## src/rtl/program_loader.sv

```systemverilog
// Byte-stream program loader: assembles big-endian 28-bit words from a valid/ready
// byte stream, writes them sequentially into instruction RAM, and holds the core in reset until done.
module program_loader #(
    parameter int ADDR_WIDTH     = 10,
    parameter int TIMEOUT_CYCLES = 1000
) (
    input  logic                  Clock,
    input  logic                  Reset,
    input  logic                  iStart,
    input  logic [7:0]            iByte,
    input  logic                  iByteValid,
    output logic                  oByteReady,
    output logic                  oWriteEnable,
    output logic [ADDR_WIDTH-1:0] oWriteAddress,
    output logic [27:0]           oWriteData,
    output logic                  oCpuReset,
    output logic                  oDone,
    output logic                  oError
);

    localparam int TW = $clog2(TIMEOUT_CYCLES + 1);
    localparam logic [16:0]   MAX_WORDS = 17'd1 << ADDR_WIDTH;
    localparam logic [TW-1:0] TMO_LAST  = TW'(TIMEOUT_CYCLES - 1);

    typedef enum logic [2:0] {
        S_IDLE, S_LEN_HI, S_LEN_LO, S_DATA, S_WRITE, S_DONE, S_ERROR
    } state_t;

    state_t                  state_q, state_d;
    logic [15:0]             len_q, len_d;
    logic [ADDR_WIDTH-1:0]   idx_q, idx_d;
    logic [1:0]              cnt_q, cnt_d;
    logic [27:0]             asm_q, asm_d;
    logic [TW-1:0]           tmo_q, tmo_d;
    logic                    ready_q, ready_d;
    logic                    we_q, we_d;
    logic [ADDR_WIDTH-1:0]   waddr_q, waddr_d;
    logic [27:0]             wdata_q, wdata_d;
    logic                    cpu_rst_q, cpu_rst_d;
    logic                    done_q, done_d;
    logic                    error_q, error_d;

    logic        accept_s, recv_s, timeout_s, last_word_s;
    logic [15:0] len_word_s;

    assign accept_s    = iByteValid && ready_q;
    assign recv_s      = (state_q == S_LEN_HI) || (state_q == S_LEN_LO) || (state_q == S_DATA);
    assign timeout_s   = recv_s && !accept_s && (tmo_q == TMO_LAST);
    assign len_word_s  = {len_q[15:8], iByte};
    assign last_word_s = (17'(idx_q) == ({1'b0, len_q} - 17'd1));

    // Next-state, datapath and next-output computation
    always_comb begin
        state_d = state_q;
        len_d   = len_q;
        idx_d   = idx_q;
        cnt_d   = cnt_q;
        asm_d   = asm_q;
        if (recv_s) begin
            if (accept_s) begin
                tmo_d = {TW{1'b0}};
            end else begin
                tmo_d = tmo_q + TW'(1);
            end
        end else begin
            tmo_d = tmo_q;
        end

        case (state_q)
            S_IDLE, S_DONE, S_ERROR: begin
                if (iStart) begin
                    state_d = S_LEN_HI;
                    idx_d   = {ADDR_WIDTH{1'b0}};
                    cnt_d   = 2'd0;
                    tmo_d   = {TW{1'b0}};
                end else begin
                    state_d = state_q;
                end
            end
            S_LEN_HI: begin
                if (accept_s) begin
                    len_d[15:8] = iByte;
                    state_d     = S_LEN_LO;
                end else if (timeout_s) begin
                    state_d = S_ERROR;
                end else begin
                    state_d = state_q;
                end
            end
            S_LEN_LO: begin
                if (accept_s) begin
                    len_d = len_word_s;
                    if (len_word_s == 16'd0) begin
                        state_d = S_DONE;
                    end else if ({1'b0, len_word_s} > MAX_WORDS) begin
                        state_d = S_ERROR;
                    end else begin
                        state_d = S_DATA;
                        cnt_d   = 2'd0;
                    end
                end else if (timeout_s) begin
                    state_d = S_ERROR;
                end else begin
                    state_d = state_q;
                end
            end
            S_DATA: begin
                if (accept_s) begin
                    asm_d = {asm_q[19:0], iByte};
                    cnt_d = cnt_q + 2'd1;
                    if (cnt_q == 2'd3) begin
                        state_d = S_WRITE;
                    end else begin
                        state_d = state_q;
                    end
                end else if (timeout_s) begin
                    state_d = S_ERROR;
                end else begin
                    state_d = state_q;
                end
            end
            S_WRITE: begin
                if (last_word_s) begin
                    state_d = S_DONE;
                end else begin
                    idx_d   = idx_q + ADDR_WIDTH'(1);
                    cnt_d   = 2'd0;
                    state_d = S_DATA;
                end
            end
            default: begin
                state_d = S_IDLE;
            end
        endcase

        // Outputs are registered from the next state so they line up with state_q
        ready_d   = (state_d == S_LEN_HI) || (state_d == S_LEN_LO) || (state_d == S_DATA);
        we_d      = (state_d == S_WRITE);
        cpu_rst_d = (state_d != S_DONE);
        done_d    = (state_d == S_DONE);
        error_d   = (state_d == S_ERROR);
        if (state_d == S_WRITE) begin
            waddr_d = idx_q;
            wdata_d = asm_d;
        end else begin
            waddr_d = waddr_q;
            wdata_d = wdata_q;
        end
    end

    // State and output registers with synchronous reset
    always_ff @(posedge Clock) begin
        if (Reset) begin
            state_q   <= S_IDLE;
            len_q     <= 16'd0;
            idx_q     <= {ADDR_WIDTH{1'b0}};
            cnt_q     <= 2'd0;
            asm_q     <= 28'd0;
            tmo_q     <= {TW{1'b0}};
            ready_q   <= 1'b0;
            we_q      <= 1'b0;
            waddr_q   <= {ADDR_WIDTH{1'b0}};
            wdata_q   <= 28'd0;
            cpu_rst_q <= 1'b1;
            done_q    <= 1'b0;
            error_q   <= 1'b0;
        end else begin
            state_q   <= state_d;
            len_q     <= len_d;
            idx_q     <= idx_d;
            cnt_q     <= cnt_d;
            asm_q     <= asm_d;
            tmo_q     <= tmo_d;
            ready_q   <= ready_d;
            we_q      <= we_d;
            waddr_q   <= waddr_d;
            wdata_q   <= wdata_d;
            cpu_rst_q <= cpu_rst_d;
            done_q    <= done_d;
            error_q   <= error_d;
        end
    end

    assign oByteReady    = ready_q;
    assign oWriteEnable  = we_q;
    assign oWriteAddress = waddr_q;
    assign oWriteData    = wdata_q;
    assign oCpuReset     = cpu_rst_q;
    assign oDone         = done_q;
    assign oError        = error_q;

endmodule

```

## config.mk

```make
export PLATFORM = sky130hd
export DESIGN_NAME = program_loader
export DESIGN_NICKNAME = d
export VERILOG_FILES = /design/src/rtl/program_loader.sv
export SDC_FILE = /design/constraint.sdc
export NUM_CORES = 1
export LEC_CHECK = 0
export CAP_MARGIN = 20
export CORE_UTILIZATION = 58
export CTS_BUF_LIST = sky130_fd_sc_hd__clkbuf_8
export CTS_CLUSTER_DIAMETER = 80
export DETAILED_ROUTE_END_ITERATION = 12
export PLACE_DENSITY = 0.82
export SETUP_SLACK_MARGIN = 0.15
export SLEW_MARGIN = 20
export SYNTH_ARGS = -nofsm -noshare
export SYNTH_HDL_FRONTEND = slang
export SYNTH_SLANG_ARGS = --single-unit
```

## constraint.sdc

```tcl
create_clock -name Clock -period 3.9 [get_ports Clock]
set_input_delay 0.975 -clock Clock [delete_from_list [all_inputs] [get_ports Clock]]
set_output_delay 0.975 -clock Clock [all_outputs]
set_load 0.01 [all_outputs]
```

==> run_results.csv, run 1 <==
group,metric,value,unit
run_status,status,"finished, final reports clean",
yosys,yosysWarnings,0,
worst_hold_path,min_from,"oWriteAddress[7]$_SDFFE_PP0P_",
power_and_ir_drop,p_leak,2.099,nW
timing,finalMaxSlewViolations,0,
timing,post-route-period-util,88.38,%
yosys,ys_ff_latch,112,
clocking,htreeDepth,3,
floorplanning,start_util,60.95,%
yosys,netlist.area_leader.share,43.89,%
yosys,synth-xor-area-share,2.400,%
placed_design,gp_congestion,0.8665,
global_route,grt_pass1_vias,3893,
drt,drtPass1Iterations,5,
drt,vias,4255,
worst_hold_path,min_path_type,"flop to flop",
yosys,synth_adder_area_share,0.9797,%
drt,drt_iter0_markers,251,
timing,fin_tns_setup,0,ns
global_route,overflow,0,
placed_design,dp_slack,0.1150,ns
timing,skew,0.01834,ns
floorplanning,fp.dieW,95.85,µm
setup_path,critPathKind,"flop to flop",
timing,period_minus_slack,3.447,ns
placed_design,portBuffers,54,
floorplanning,die_h,95.85,µm
setup_path,crit_family,"simple AND/OR/NAND/NOR gates",
floorplanning,core,8382,µm²
power_and_ir_drop,irDropWorstVdd,0.0003123,V
layout,antenna_cells,0,
placed_design,dpl.hpwl,7664,µm
layout,nFillCells,655,
timing,hold_viol_final,0,
layout,finalNetCount,638,
setup_path,worstPathArrival,3.72,ns
yosys,syn_area,5109,µm²
yosys,synth_top_family_by_area,"simple AND/OR/NAND/NOR gates",
setup_path,regToRegStartpoint,"len_q[0]$_SDFFE_PP0P_",
setup_path,cp_slowest_stage_delay,0.56,ns
clocking,insertion_delay,0.38,ns
yosys,yosysSeqAreaShare,43.89,%
yosys,synth_simple_gate_area_share,24.37,%
yosys,muxShareOfSynthArea,11.46,%
yosys,synthArstFlopShare,0,%
global_route,track_usage,25.40,%
setup_path,worst_ep_required_time,4.18,ns
floorplanning,row_count,33,
yosys,synth-edff-count,0,
timing,fmax,0.2901,GHz
timing,max-slew-margin-rel,48.03,%
timing,setup_ws,0.4532,ns
yosys,synth_compound_area_share,13.20,%
clocking,cts_root_buf,"clkbuf_8",
setup_path,path_buf_inv,2,
yosys,ys_types,59,
yosys,synthTopCellsByArea,"dfxtp_1 (44%), nand2_1 (7.0%), mux2i_1 (5.3%), a21oi_1 (4.4%), mux2_2 (4.0%)",
clocking,path_clk_slew,0.12,ns
timing,rsz0062_at_grt,"false",
setup_path,path_max_fanout,28,
yosys,synth.avg_cell_area,8.778,µm²
global_route,antenna_found_initial,0,
yosys,synth_cells,582,
clocking,post_cts_buffers,0,
layout,drive_above_1_share,8.931,%
clocking,clk_path_buf_depth,2,
power_and_ir_drop,total_power,2.055,mW
yosys,syn_nets,598,
drt,vias_per_cell,5.813,
layout,areaGrowthSynthToFinish,16.19,%
drt,drc,0,
drt,ant_nets,0,
run,maxCapViolations,0,
yosys,yosys.area.top_type,"dfxtp_1",
clocking,ctsResizeCount,0,
global_route,grt_max_degree,81,
floorplanning,io_pins,55,
setup_path,cp_slowest_cell,"or4_4",
setup_path,crit_path_end_kind,"flop",
drt,avgRoutedWirePerCell,15.36,µm
clocking,clkSinkCount,112,
yosys,dominantRegCellSynth,"dfxtp_1",
global_route,grt_pass1_wl,18270,µm
setup_path,startpoint_type,"flop",
setup_path,worstSetupStartpoint,"len_q[0]$_SDFFE_PP0P_",
timing,setup_viol_count_final,0,
setup_path,crit_chain,"inv_1 > ha_1 > o21ba_1 > a221oi_1 > a41oi_1 > or4_4 > o21ba_4 > nor4b_4 > buf_12 > mux2_1",
floorplanning,die_area,9187,µm²
timing,tightest_slew,0.7796,ns
clocking,cts_buffers,9,
clocking,cts_hold_buf,0,
power_and_ir_drop,power_density,346.1,nW/µm²
clocking,cts_tree,"built",
drt,drt_wl_total,11240,µm
## layout make-up
cell class	instances	area, µm²	share of cell area [%]
Clock buffer	9	123.9	2.087
Clock inverter	7	93.84	1.581
Inverter	6	22.52	0.3794
Multi-Input combinational cell	427	2684	45.21
Sequential cell	112	2242	37.77
Tap cell	105	131.4	2.213
Timing Repair Buffer	66	638.1	10.75
## per-layer routing
| layer | wire, µm | vias to the layer above | global-route usage [%] |
|---|---|---|---|
| met5 | 0 | - | 0 |
| met4 | 113 | 0 | 7.587 |
| met3 | 572 | 14 | 4.265 |
| met2 | 5465 | 125 | 43.10 |
| met1 | 5091 | 2010 | 33.07 |
| li1 | - | 2106 | - |
## worst paths after layout
check	slack [ns]	cells after the start	endpoint
hold / removal	0.47	2	oWriteAddress[7]$_SDFFE_PP0P_
hold reg to reg	0.47	2	oWriteAddress[7]$_SDFFE_PP0P_
setup reg to reg	0.45	10	oWriteData[9]$_SDFFE_PP0P_
setup / recovery	0.45	10	oWriteData[9]$_SDFFE_PP0P_
## sequential cells by signal (all words and copies together) (netlist names)
signal and flops:
idx_q 10, oError 1, tmo_q 10, state_q 3, oCpuReset 1, len_q 16, oWriteEnable 1, oWriteAddress 10
oWriteData 28, oDone 1, asm_q 28, oByteReady 1, cnt_q 2
## logic make-up after synthesis
logic type,after synthesis
AOI/OAI and AO/OA,102
xor gates and xnor gates,14
adders and majority gates,4
buffers and inverters,43
DFF,112
muxes,55
and+or+nand+nor,252
## Yosys cell counts (5+ instances only)
library cell and number:
and2_1 6, nor3_1 11, nor2_1 44, nor2b_1 31, xnor2_1 10, nand2b_1 6
mux2_2 18, a21oi_1 45, and3_1 11, o21ai_0 14, nor4_1 6, or3_1 5
dfxtp_1 112, clkbuf_1 28, a2111o_1 5, nand2_1 95, inv_1 5, o2111ai_1 5
mux2_1 10, mux2i_1 27, nand3_1 21
## where the power goes
part / leakage [nW] / internal (mW) / switching [mW]
Clock: 0.108 / 0.266 / 0.447
Sequential: 0.903 / 1.15 / 0.0184
Combinational: 1.09 / 0.0654 / 0.104
## layout by cell type (no fill, tap or decap), types with 4 or more instances in the layout
| cell | netlist | final |
|---|---|---|
| nor3_1 | 11 | 11 |
| clkbuf_8 | 0 | 9 |
| nand2_1 | 95 | 95 |
| a21oi_1 | 45 | 45 |
| xor2_1 | 4 | 4 |
| mux2i_1 | 27 | 27 |
| a2111o_1 | 5 | 5 |
| nand3_1 | 21 | 21 |
| dfxtp_1 | 112 | 112 |
| o2111ai_1 | 5 | 5 |
| inv_1 | 5 | 5 |
| or3_1 | 5 | 5 |
| nor4_1 | 6 | 6 |
| nand2b_1 | 6 | 6 |
| a41oi_1 | 4 | 4 |
| nor2_1 | 44 | 44 |
| nor2b_1 | 31 | 31 |
| clkdlybuf4s50_1 | 0 | 53 |
| o21ai_0 | 14 | 14 |
| xnor2_1 | 10 | 10 |
| ha_1 | 4 | 4 |
| buf_4 | 3 | 11 |
| and2_1 | 6 | 6 |
| mux2_1 | 10 | 10 |
| and3_1 | 11 | 11 |
| mux2_2 | 18 | 18 |
## worst register-to-register path: stages (launching register included)
cell and delay [ns]:
dfxtp_1 0.51, inv_1 0.08, ha_1 0.33, o21ba_1 0.22, a221oi_1 0.29, a41oi_1 0.08, or4_4 0.56, o21ba_4 0.28
nor4b_4 0.37, buf_12 0.24, mux2_1 0.38
## stage by stage
stage                     std cells  util [%]  hold slack (ns)  area (µm²)
after global placement          716     68.22           0.4413        5718
after global routing            732     70.82           0.4851        5936
after floorplan                 582         -           0.4355        5109
after detailed placement        716     68.22           0.4506        5718
final                           732     70.82           0.4666        5936
after CTS                       732     70.82           0.4696        5936
Power figures use the tool's default switching activity.
==> inputs of run 2 (changes only) <==
--- a/config.mk
+++ b/config.mk
@@ -6,6 +6,7 @@
 export NUM_CORES = 1
 export LEC_CHECK = 0
 export CAP_MARGIN = 20
+export CORE_MARGIN = 4
 export CORE_UTILIZATION = 58
 export CTS_BUF_LIST = sky130_fd_sc_hd__clkbuf_8
 export CTS_CLUSTER_DIAMETER = 80
==> run_results.csv, run 2 (synthesis results as in run 1) <==
group,metric,value,unit
layout,finalNonFillerCells,733,
setup_path,cp_slowest_stage_delay,0.50,ns
worst_hold_path,min_path_type,"flop to flop",
setup_path,path_max_fanout,28,
power_and_ir_drop,total_power,2.155,mW
run,maxCapViolations,0,
floorplanning,io_pins,55,
placed_design,dpl.cell_count,717,
power_and_ir_drop,power_density,360.7,nW/µm²
setup_path,critPathKind,"input pin to flop",
timing,hold_ws,0.4606,ns
clocking,clkSinkCount,112,
global_route,grt_max_degree,81,
clocking,ctsResizeCount,0,
timing,hold_viol_final,0,
timing,fin_tns_setup,0,ns
clocking,cts_tree,"built",
setup_path,rrSetupSlack,0.44,ns
setup_path,r2r_cells,10,
timing,post-route-period-util,88.90,%
layout,antenna_cells,0,
clocking,cts_buffers,9,
clocking,cts_hold_buf,0,
placed_design,portBuffers,54,
layout,finalNetCount,639,
clocking,clk_path_buf_depth,2,
drt,ant_nets,0,
setup_path,crit_path_end_kind,"flop",
floorplanning,die_area,10370,µm²
drt,vias,4346,
floorplanning,start_util,60.95,%
layout,nFillCells,658,
global_route,overflow,0,
timing,skew,0.01099,ns
timing,finalMaxSlewViolations,0,
placed_design,dpl.hpwl,8169,µm
global_route,grt_pass1_wl,19530,µm
drt,drt_wl_total,11740,µm
layout,regArea,2242,µm²
placed_design,gp_congestion,0.8580,
timing,tightest_slew,0.7825,ns
layout,areaGrowthSynthToFinish,16.92,%
timing,fmax,0.2884,GHz
layout,multi_input_area,2684,µm²
layout,layout_common_cells,"dfxtp_1 (112), nand2_1 (95), clkdlybuf4s50_1 (53)",
setup_path,crit_end,"oWriteData[24]$_SDFFE_PP0P_",
setup_path,crit_family,"simple AND/OR/NAND/NOR gates",
floorplanning,die_h,101.9,µm
timing,rsz0062_at_grt,"false",
floorplanning,fp.dieW,101.9,µm
drt,avgRoutedWirePerCell,16.01,µm
global_route,antenna_found_initial,1,
timing,period_minus_slack,3.467,ns
setup_path,worstSetupStartpoint,"iByte[3]",
global_route,track_usage,23.45,%
floorplanning,core,8382,µm²
run_status,status,"finished, final reports clean",
layout,finish.utilization,71.26,%
setup_path,path_buf_inv,2,
setup_path,cp.depth,9,
setup_path,startpoint_type,"input pin",
layout,drive_above_1_share,9.076,%
clocking,post_cts_buffers,0,
clocking,insertion_delay,0.38,ns
drt,vias_per_cell,5.929,
power_and_ir_drop,p_leak,2.120,nW
drt,drc,0,
floorplanning,row_count,33,
layout,layout_commonest_cell,"dfxtp_1",
setup_path,worstPathArrival,3.74,ns
drt,drtPass1Iterations,5,
clocking,cts_root_buf,"clkbuf_8",
setup_path,crit_chain,"clkdlybuf4s50_1 > nor4_1 > nand3_1 > o41ai_1 > o21ai_0 > o2bb2ai_1 > nor4b_4 > buf_12 > mux2_2",
timing,setup_viol_count_final,0,
global_route,grt_pass1_vias,4159,
power_and_ir_drop,irDropWorstVdd,0.0003146,V
clocking,htreeDepth,3,
setup_path,r2r_end,"oWriteData[24]$_SDFFE_PP0P_",
drt,drt_iter0_markers,299,
setup_path,cp_slowest_cell,"clkdlybuf4s50_1",
setup_path,worst_ep_required_time,4.17,ns
setup_path,regToRegStartpoint,"len_q[0]$_SDFFE_PP0P_",
timing,max-slew-margin-rel,47.83,%
clocking,path_clk_slew,0.11,ns
## run 2: cell count changes in the layout (fill, tap and decap cells not counted)
cell	change
bufinv_16	+2
buf_4	+1
clkinv_8	-1
inv_12	-1
inv_6	-1
inv_8	+1
## run 2: power breakdown
group	leakage (nW)	internal, mW	switching, mW
clock	0.123	0.384	0.428
sequential	0.903	1.15	0.0184
combinational	1.09	0.0659	0.105
total	2.12	1.60	0.551
## run 2: area by class of cell
cell class,instances,share of cell area [%]
sequential,112,37.54
inverter,6,0.3770
clock buffer,9,2.074
timing repair buffer,67,10.81
multi-input combinational,427,44.93
tap,105,2.199
clock inverter,7,2.074
## run 2: how the worst min path moves through the flow
stage / start / end / slack (ns) / depth (start not counted)
6_report: oWriteAddress[2]$_SDFFE_PP0P_ / oWriteAddress[2]$_SDFFE_PP0P_ / 0.46 / 2
3_3_place_gp: oWriteAddress[2]$_SDFFE_PP0P_ / oWriteAddress[2]$_SDFFE_PP0P_ / 0.44 / 2
2_1_floorplan: asm_q[20]$_SDFF_PP0_ / asm_q[20]$_SDFF_PP0_ / 0.44 / 2
5_1_grt: asm_q[27]$_SDFF_PP0_ / asm_q[27]$_SDFF_PP0_ / 0.49 / 2
3_5_place_dp: oWriteAddress[2]$_SDFFE_PP0P_ / oWriteAddress[2]$_SDFFE_PP0P_ / 0.45 / 2
4_1_cts: oWriteAddress[2]$_SDFFE_PP0P_ / oWriteAddress[2]$_SDFFE_PP0P_ / 0.46 / 2
## run 2: tightest hold or removal path, cell delays in order (launching register included)
cell and delay (ns):
dfxtp_1 0.32, nand2_1 0.05, mux2i_1 0.05
## run 2: per-stage QoR
| step | area, µm² | setup slack (ns) |
|---|---|---|
| 6_report | 5973 | 0.4329 |
| 5_1_grt | 5973 | 0.2197 |
| 4_1_cts | 5973 | 0.4332 |
| 3_5_place_dp | 5725 | 0.1219 |
| 3_3_place_gp | 5725 | 0.1558 |
| 2_1_floorplan | 5109 | 0.8268 |
## run 2: per-layer routing
layer | vias up | GRT usage, % | wire [µm]
met2 | 156 | 39.44 | 5687
li1 | 2114 | - | -
met4 | 2 | 7.972 | 218
met1 | 2052 | 30.27 | 5123
met5 | - | 0 | 7
met3 | 22 | 4.710 | 700
